`src/rtl/computie_bus_capture_ctrl_if.sv`:
```
// Bus-capture control interface: snooped record input, command pulses, byte stream out, status.
// The slave modport is the controller side; the master modport is the snooper/host side.
interface computie_bus_capture_ctrl_if #(
  parameter int RECORD_WIDTH = 65,
  parameter int DEPTH        = 32
);
  logic                     record_in_valid;
  logic [RECORD_WIDTH-1:0]  record_in;
  logic                     trigger_in;
  logic                     cmd_arm;
  logic                     cmd_abort;
  logic                     cmd_readout;
  logic [7:0]               tx_data;
  logic                     tx_valid;
  logic                     tx_ready;
  logic [2:0]               state_out;
  logic [$clog2(DEPTH):0]   fill_count;
  logic                     done;

  modport master (
    output record_in_valid, record_in, trigger_in,
    output cmd_arm, cmd_abort, cmd_readout,
    output tx_ready,
    input  tx_data, tx_valid, state_out, fill_count, done
  );

  modport slave (
    input  record_in_valid, record_in, trigger_in,
    input  cmd_arm, cmd_abort, cmd_readout,
    input  tx_ready,
    output tx_data, tx_valid, state_out, fill_count, done
  );
endinterface

```
`src/rtl/computie_bus_capture_ctrl.sv`:
```
// Bus-snooper capture sequencer: circular record buffer with pre-trigger history, then byte readout.
// Optional TIMESTAMP_EN: prefixes each stored record with a free-running 16-bit cycle stamp.
//
// state   | meaning
// IDLE    | records ignored, waiting for arm
// ARMED   | recording pre-trigger history, waiting for a qualified trigger
// POST    | recording the post-trigger window
// DONE    | capture frozen, waiting for readout or re-arm
// READOUT | streaming the capture out oldest record first, MSB byte first
module computie_bus_capture_ctrl #(
  parameter int RECORD_WIDTH = 65,
  parameter int DEPTH        = 32,
  parameter int PRE_TRIGGER  = 8
) (
  input  logic                       comm_clock,
  input  logic                       comm_reset,
  computie_bus_capture_ctrl_if.slave bus
);

  localparam int AW = $clog2(DEPTH);
  localparam int FW = AW + 1;
`ifdef TIMESTAMP_EN
  localparam int W = RECORD_WIDTH + 16;
`else
  localparam int W = RECORD_WIDTH;
`endif
  localparam int BYTES     = (W + 7) / 8;
  localparam int SW        = BYTES * 8;
  localparam int BIW       = $clog2(BYTES + 1);
  localparam int POST_INIT = DEPTH - PRE_TRIGGER - 1;

  typedef enum logic [2:0] {
    S_IDLE    = 3'd0,
    S_ARMED   = 3'd1,
    S_POST    = 3'd2,
    S_DONE    = 3'd3,
    S_READOUT = 3'd4
  } state_t;

  state_t           r_state;
  state_t           w_state_nxt;

  logic [W-1:0]     r_mem [DEPTH];
  logic [AW-1:0]    r_wr_ptr;
  logic [FW-1:0]    r_fill;
  logic [FW-1:0]    r_post_left;
  logic [AW-1:0]    r_fetch_ptr;
  logic [FW-1:0]    r_fetch_left;
  logic [W-1:0]     r_rd_data;
  logic             r_rd_vld;
  logic [SW-1:0]    r_shift;
  logic [BIW-1:0]   r_byte_idx;
  logic             r_tx_valid;

  logic [W-1:0]     w_wr_word;
  logic             w_wr_en;
  logic             w_trig;
  logic             w_post_end;
  logic             w_arm;
  logic             w_readout_go;
  logic             w_in_ro;
  logic             w_tx_fire;
  logic             w_word_end;
  logic             w_load;
  logic             w_fetch;
  logic             w_ro_last;

`ifdef TIMESTAMP_EN
  logic [15:0]      r_timestamp;

  always_ff @(posedge comm_clock or negedge comm_reset) begin
    if (!comm_reset) r_timestamp <= '0;
    else             r_timestamp <= r_timestamp + 16'd1;
  end

  assign w_wr_word = {r_timestamp, bus.record_in};
`else
  assign w_wr_word = bus.record_in;
`endif

  assign w_wr_en      = bus.record_in_valid & ((r_state == S_ARMED) | (r_state == S_POST));
  assign w_trig       = (r_state == S_ARMED) & bus.record_in_valid & bus.trigger_in;
  assign w_post_end   = (r_state == S_POST) & bus.record_in_valid & (r_post_left == FW'(1));
  assign w_arm        = bus.cmd_arm & ~bus.cmd_abort;
  assign w_readout_go = (r_state == S_DONE) & bus.cmd_readout & ~bus.cmd_abort & ~bus.cmd_arm;
  assign w_in_ro      = (r_state == S_READOUT);

  // Prefetch: the next word is read while the current one shifts out, so records go out back to back.
  assign w_tx_fire    = r_tx_valid & bus.tx_ready;
  assign w_word_end   = w_tx_fire & (r_byte_idx == BIW'(BYTES - 1));
  assign w_load       = w_in_ro & r_rd_vld & (~r_tx_valid | w_word_end);
  assign w_fetch      = w_in_ro & (r_fetch_left != '0) & (~r_rd_vld | w_load);
  assign w_ro_last    = w_in_ro & w_word_end & ~r_rd_vld & (r_fetch_left == '0);

  always_ff @(posedge comm_clock or negedge comm_reset) begin
    if (!comm_reset) r_state <= S_IDLE;
    else             r_state <= w_state_nxt;
  end

  always_comb begin
    w_state_nxt = r_state;
    if (bus.cmd_abort) begin
      w_state_nxt = S_IDLE;
    end else if (bus.cmd_arm) begin
      w_state_nxt = S_ARMED;
    end else begin
      case (r_state)
        S_IDLE:    w_state_nxt = S_IDLE;
        S_ARMED:   if (w_trig) w_state_nxt = (POST_INIT == 0) ? S_DONE : S_POST;
        S_POST:    if (w_post_end) w_state_nxt = S_DONE;
        S_DONE:    if (bus.cmd_readout) w_state_nxt = (r_fill == '0) ? S_IDLE : S_READOUT;
        S_READOUT: if (w_ro_last) w_state_nxt = S_IDLE;
        default:   w_state_nxt = S_IDLE;
      endcase
    end
  end

  always_ff @(posedge comm_clock) begin
    if (w_wr_en) r_mem[r_wr_ptr] <= w_wr_word;
  end

  always_ff @(posedge comm_clock or negedge comm_reset) begin
    if (!comm_reset) begin
      r_wr_ptr     <= '0;
      r_fill       <= '0;
      r_post_left  <= '0;
      r_fetch_ptr  <= '0;
      r_fetch_left <= '0;
      r_rd_data    <= '0;
      r_rd_vld     <= 1'b0;
      r_shift      <= '0;
      r_byte_idx   <= '0;
      r_tx_valid   <= 1'b0;
    end else begin
      if (w_wr_en) begin
        r_wr_ptr <= r_wr_ptr + AW'(1);
        if (r_fill != FW'(DEPTH)) r_fill <= r_fill + FW'(1);
      end

      if (w_trig)
        r_post_left <= FW'(POST_INIT);
      else if ((r_state == S_POST) && bus.record_in_valid)
        r_post_left <= r_post_left - FW'(1);

      // A record arriving with arm is still written, but the fresh capture starts empty.
      if (w_arm) begin
        r_wr_ptr <= '0;
        r_fill   <= '0;
      end

      if (bus.cmd_abort || bus.cmd_arm) begin
        r_tx_valid   <= 1'b0;
        r_rd_vld     <= 1'b0;
        r_fetch_left <= '0;
      end else if (w_readout_go) begin
        r_fetch_ptr  <= r_wr_ptr - r_fill[AW-1:0];
        r_fetch_left <= r_fill;
        r_rd_vld     <= 1'b0;
        r_tx_valid   <= 1'b0;
      end else if (w_in_ro) begin
        if (w_fetch) begin
          r_rd_data    <= r_mem[r_fetch_ptr];
          r_fetch_ptr  <= r_fetch_ptr + AW'(1);
          r_fetch_left <= r_fetch_left - FW'(1);
          r_rd_vld     <= 1'b1;
        end else if (w_load) begin
          r_rd_vld <= 1'b0;
        end

        if (w_load) begin
          r_shift    <= SW'(r_rd_data);
          r_byte_idx <= '0;
          r_tx_valid <= 1'b1;
        end else if (w_word_end) begin
          r_tx_valid <= 1'b0;
        end else if (w_tx_fire) begin
          r_shift    <= r_shift << 8;
          r_byte_idx <= r_byte_idx + BIW'(1);
        end
      end
    end
  end

  assign bus.tx_data    = r_shift[SW-1 -: 8];
  assign bus.tx_valid   = r_tx_valid;
  assign bus.state_out  = r_state;
  assign bus.fill_count = r_fill;
  assign bus.done       = (r_state == S_DONE);

endmodule

```
`src/flat_wrapper.sv`:
```
// flat-port wrapper written by rule: the top's interface ports become plain ports
module computie_bus_capture_ctrl_flat 
#(
  parameter int RECORD_WIDTH = 65,
  parameter int DEPTH        = 32,
  parameter int PRE_TRIGGER  = 8
)
  (comm_clock, comm_reset, bus_record_in_valid, bus_record_in, bus_trigger_in, bus_cmd_arm, bus_cmd_abort, bus_cmd_readout, bus_tx_ready, bus_tx_data, bus_tx_valid, bus_state_out, bus_fill_count, bus_done);
  computie_bus_capture_ctrl_if #(.RECORD_WIDTH(RECORD_WIDTH), .DEPTH(DEPTH)) bus_i ();
  input  logic comm_clock;
  input  logic comm_reset;
  input wire logic [$bits(bus_i.record_in_valid)-1:0] bus_record_in_valid;
  input wire logic [$bits(bus_i.record_in)-1:0] bus_record_in;
  input wire logic [$bits(bus_i.trigger_in)-1:0] bus_trigger_in;
  input wire logic [$bits(bus_i.cmd_arm)-1:0] bus_cmd_arm;
  input wire logic [$bits(bus_i.cmd_abort)-1:0] bus_cmd_abort;
  input wire logic [$bits(bus_i.cmd_readout)-1:0] bus_cmd_readout;
  input wire logic [$bits(bus_i.tx_ready)-1:0] bus_tx_ready;
  output wire logic [$bits(bus_i.tx_data)-1:0] bus_tx_data;
  output wire logic [$bits(bus_i.tx_valid)-1:0] bus_tx_valid;
  output wire logic [$bits(bus_i.state_out)-1:0] bus_state_out;
  output wire logic [$bits(bus_i.fill_count)-1:0] bus_fill_count;
  output wire logic [$bits(bus_i.done)-1:0] bus_done;
  assign bus_i.record_in_valid = bus_record_in_valid;
  assign bus_i.record_in = bus_record_in;
  assign bus_i.trigger_in = bus_trigger_in;
  assign bus_i.cmd_arm = bus_cmd_arm;
  assign bus_i.cmd_abort = bus_cmd_abort;
  assign bus_i.cmd_readout = bus_cmd_readout;
  assign bus_i.tx_ready = bus_tx_ready;
  assign bus_tx_data = bus_i.tx_data;
  assign bus_tx_valid = bus_i.tx_valid;
  assign bus_state_out = bus_i.state_out;
  assign bus_fill_count = bus_i.fill_count;
  assign bus_done = bus_i.done;
  computie_bus_capture_ctrl #(.RECORD_WIDTH(RECORD_WIDTH), .DEPTH(DEPTH), .PRE_TRIGGER(PRE_TRIGGER)) u_core (.comm_clock(comm_clock), .comm_reset(comm_reset), .bus(bus_i));
endmodule
```
`config.mk`:
```
export PLATFORM = sky130hd
export DESIGN_NAME = computie_bus_capture_ctrl_flat
export DESIGN_NICKNAME = d
export VERILOG_FILES = /design/src/rtl/computie_bus_capture_ctrl_if.sv /design/src/rtl/computie_bus_capture_ctrl.sv /design/src/flat_wrapper.sv
export SDC_FILE = /design/constraint.sdc
export NUM_CORES = 2
export LEC_CHECK = 0
export CORE_MARGIN = 4
export CORE_UTILIZATION = 40
export DETAILED_ROUTE_END_ITERATION = 8
export GPL_ROUTABILITY_DRIVEN = 0
export HOLD_SLACK_MARGIN = 0.08
export PLACE_DENSITY_LB_ADDON = 0.25
export SYNTH_ARGS = -nofsm -noshare
export SYNTH_HDL_FRONTEND = slang
export SYNTH_SLANG_ARGS = --single-unit
```
`constraint.sdc`:
```
create_clock -name comm_clock -period 8.03 [get_ports comm_clock]
set_input_delay 1.606 -clock comm_clock [delete_from_list [all_inputs] [get_ports comm_clock]]
set_output_delay 1.606 -clock comm_clock [all_outputs]
set_load 0.02 [all_outputs]
```
==> metrics <==
maxcap violations=0; largest family of logic cells by synthesized area=multiplexers; complex-gate fraction of the synthesized area=4.69%; Die W=476 um; CTS buffer count=222; Slew Viols, Final=0; Fmax=229 MHz; Crit Reg-Reg Endpoint=u_core.r_rd_data[17]; GRT overflow=0; number of port buffers=91; Avg Inst Size Synth=19.9 sq um; post-layout net count=4685; Detailed Route WL=230000 um; fin crit period=4.37 ns; CTS tree=built; TritonRoute pass-1 iters=7; most common cell after layout, fill and taps aside=edfxtp_1; Worst Hold End=u_core.r_shift[41]; Fin Setup TNS=0 ns; Max Root-Sink Buffers=3; Tcrit/Tclk final=54.4%; wire per inst=30.1 um; Core Rows=171; power per cell area=247 nW/um^2; Warnings, synthesis=0; DP Wirelength=132000 um; xor-xnor portion of the synthesized cell area=0.210%; setup violation total in the final timing report=0; placed insts=7224; Synth top area share=71.4%; peak supply drop=237 uV; Root Buffer=clkbuf_16; largest net degree at the start of global routing=108; R2R depth=7; clk_skew=0.0333 ns; Skew-Pair Late Insertion Delay=0.85 ns; leak pwr=0.0338 uW; DP Worst Slack=2.73 ns; first-pass GRT wire length=328000 um; Worst Slack Setup Final=3.66 ns; postcts setup bufs=0; Total GRT Usage=20.2%; final hold vios=0; I/O pins=92; Critical-path top delay cell=nor2_4; Arr. time, crit path=4.82 ns; Yosys top cell by area=edfxtp_1; Worst R2R Setup Slack=3.97 ns; Cell variety after synth=53; share of cells above drive strength 1=19.4%; Post-Syn Instances=4402; Non-Filler Instances=7647; Min-Delay Path Class=flop to flop; Hold Crit Depth=2; most frequent CP cell=buf_4; most frequent cells in the layout=edfxtp_1 (2080), mux2i_1 (515), mux4_2 (325), clkbuf_16 (225), dfrtp_1 (169); Seq/Total Area, Yosys=76.3%; vias post-DR=43500; Clock transition at path regs=0.06 ns; Post-Synth Adder-Cell Area=0.266%; initial antenna violation count=17; # resized after CTS=0; CP Launch Type=primary input; crit path capture type=flop; drc violations=0; Worst path max stage delay=0.91 ns; hold_sp=u_core.r_shift[41]; critical-path cell list=clkdlybuf4s50_1, nand2b_1, a21oi_1, buf_4, nand2_1, nor2_4, buf_4; Fillers=18300; synthesis-stage register bit count=2254; Post-synth EDFFs=2080; initial DRC count=4902; Mapped Area=87500 sq um; ANT nets after route=0; Syn Nets=4493; area grow syn2layout=13.5%; CP Data Required Time=8.49 ns; Synth area leaders=edfxtp_1 (71%), mux4_2 (8.4%), mux2i_1 (5.9%); Via density=5.69; Die Y=476 um; RSZ-0062 raised after global routing=no; Hold Buf Count CTS=0; CP Max Fanout=43; reg2reg start=u_core.r_fetch_ptr[2]; Crit Path Category=primary input to flop; simple-gate share of the synthesized area=1.67%; vias in the first global route=43600; CTS H-Tree Depth=4; async set or reset register ratio after synthesis=7.72%; Die ar.=226000 sq um; top_reg_cell synth=edfxtp_1; status=finished, final reports clean; slew margin rel.=8.76%; Clock Sinks=2254; core box area=217000 sq um; Starting Density=40.3%; mux cell area share after synthesis=15.1%; Least-Margin Pin Slew=1.36 ns
[worst max-delay path: cells and delay by family]
kind | cells | cell delay, ns
buffers and inverters | 3 | 1.45
and+or+nand+nor | 3 | 1.48
AOI/OAI and AO/OA | 1 | 0.12
[sequential cells by signal, summed over array words and instances (netlist names)]
name                   count
u_core.bus.fill_count      6
u_core.r_rd_data          65
u_core.r_fetch_ptr         5
u_core.r_post_left         6
u_core.r_mem            2080
u_core.r_wr_ptr            5
u_core.bus.state_out       3
u_core.r_rd_vld            1
u_core.r_shift            72
u_core.r_byte_idx          4
u_core.bus.tx_valid        1
u_core.r_fetch_left        6
[cell usage after synthesis (all sizes together), types with 6 or more instances]
| library cell | number |
|---|---|
| edfxtp | 2080 |
| mux2i | 515 |
| mux4 | 325 |
| dfrtp | 174 |
| buf | 151 |
| nand2 | 133 |
| a22oi | 130 |
| a21oi | 119 |
| clkbuf | 118 |
| o21ai | 115 |
| a22o | 82 |
| nor2 | 71 |
| mux2 | 67 |
| a211oi | 65 |
| nand3 | 55 |
| a221oi | 46 |
| a221o | 19 |
| inv | 18 |
| ha | 17 |
| xor2 | 13 |
| nand2b | 9 |
| nor3 | 8 |
| xnor2 | 8 |
| nand4 | 6 |
| nor2b | 6 |
[worst max path at each step]
stage / to / startpoint
final: u_core.r_mem[25][8] / bus_record_in_valid
after global routing: u_core.r_mem[29][13] / bus_record_in_valid
after CTS: u_core.r_mem[29][7] / bus_record_in_valid
after detailed placement: u_core.r_mem[29][9] / bus_record_in_valid
after global placement: u_core.r_mem[29][6] / bus_record_in_valid
after floorplan: u_core.r_mem[23][0] / bus_record_in_valid
[layout make-up]
cell class / instances / area (sq um) / share of cell area, %
Sequential cell: 2254 / 66800 / 67.3
Timing Repair Buffer: 237 / 2120 / 2.13
Clock inverter: 105 / 1060 / 1.07
Antenna cell: 5 / 12.5 / 0.0126
Tap cell: 2854 / 3570 / 3.59
Inverter: 18 / 70.1 / 0.0705
Multi-Input combinational cell: 1861 / 19500 / 19.6
Clock buffer: 313 / 6190 / 6.23
[per-layer routing]
| layer | GRT usage, % | routed length, um | vias to the layer above |
|---|---|---|---|
| met3 | 3.59 | 15000 | 349 |
| met1 | 28.0 | 96900 | 23300 |
| met2 | 32.6 | 111000 | 1446 |
| met4 | 6.63 | 7220 | 10 |
| li1 | - | - | 18400 |
| met5 | 0 | 61 | - |
[metrics by stage]
stage,hold WS [ns],power (uW),instance area (sq um),util (%)
2_1_floorplan,0.455,13900,87500,-
3_3_place_gp,0.471,14500,92100,42.4
3_5_place_dp,0.475,14500,92100,42.4
4_1_cts,0.488,24800,99300,45.7
5_1_grt,0.505,25300,99400,45.7
6_report,0.486,24600,99400,45.7
[cells by family (layout without fill, tap and decap cells)]
family                   Yosys count  after routing
AO/OA/AOI/OAI                    596            596
XOR/XNOR                          21             21
adder cells (fa/ha/maj)           18             18
buffers and inverters            287            673
flip-flops                      2254           2254
multiplexers                     907            907
other                              0              5
AND/OR/NAND/NOR                  319            319
[power breakdown]
part           internal, uW  switching (uW)  total (uW)
Clock                  5950            4400       10300
Sequential            12900            55.1       12900
Combinational           448             828        1280
Total                 19300            5280       24600
Power figures use the tool's default switching activity.
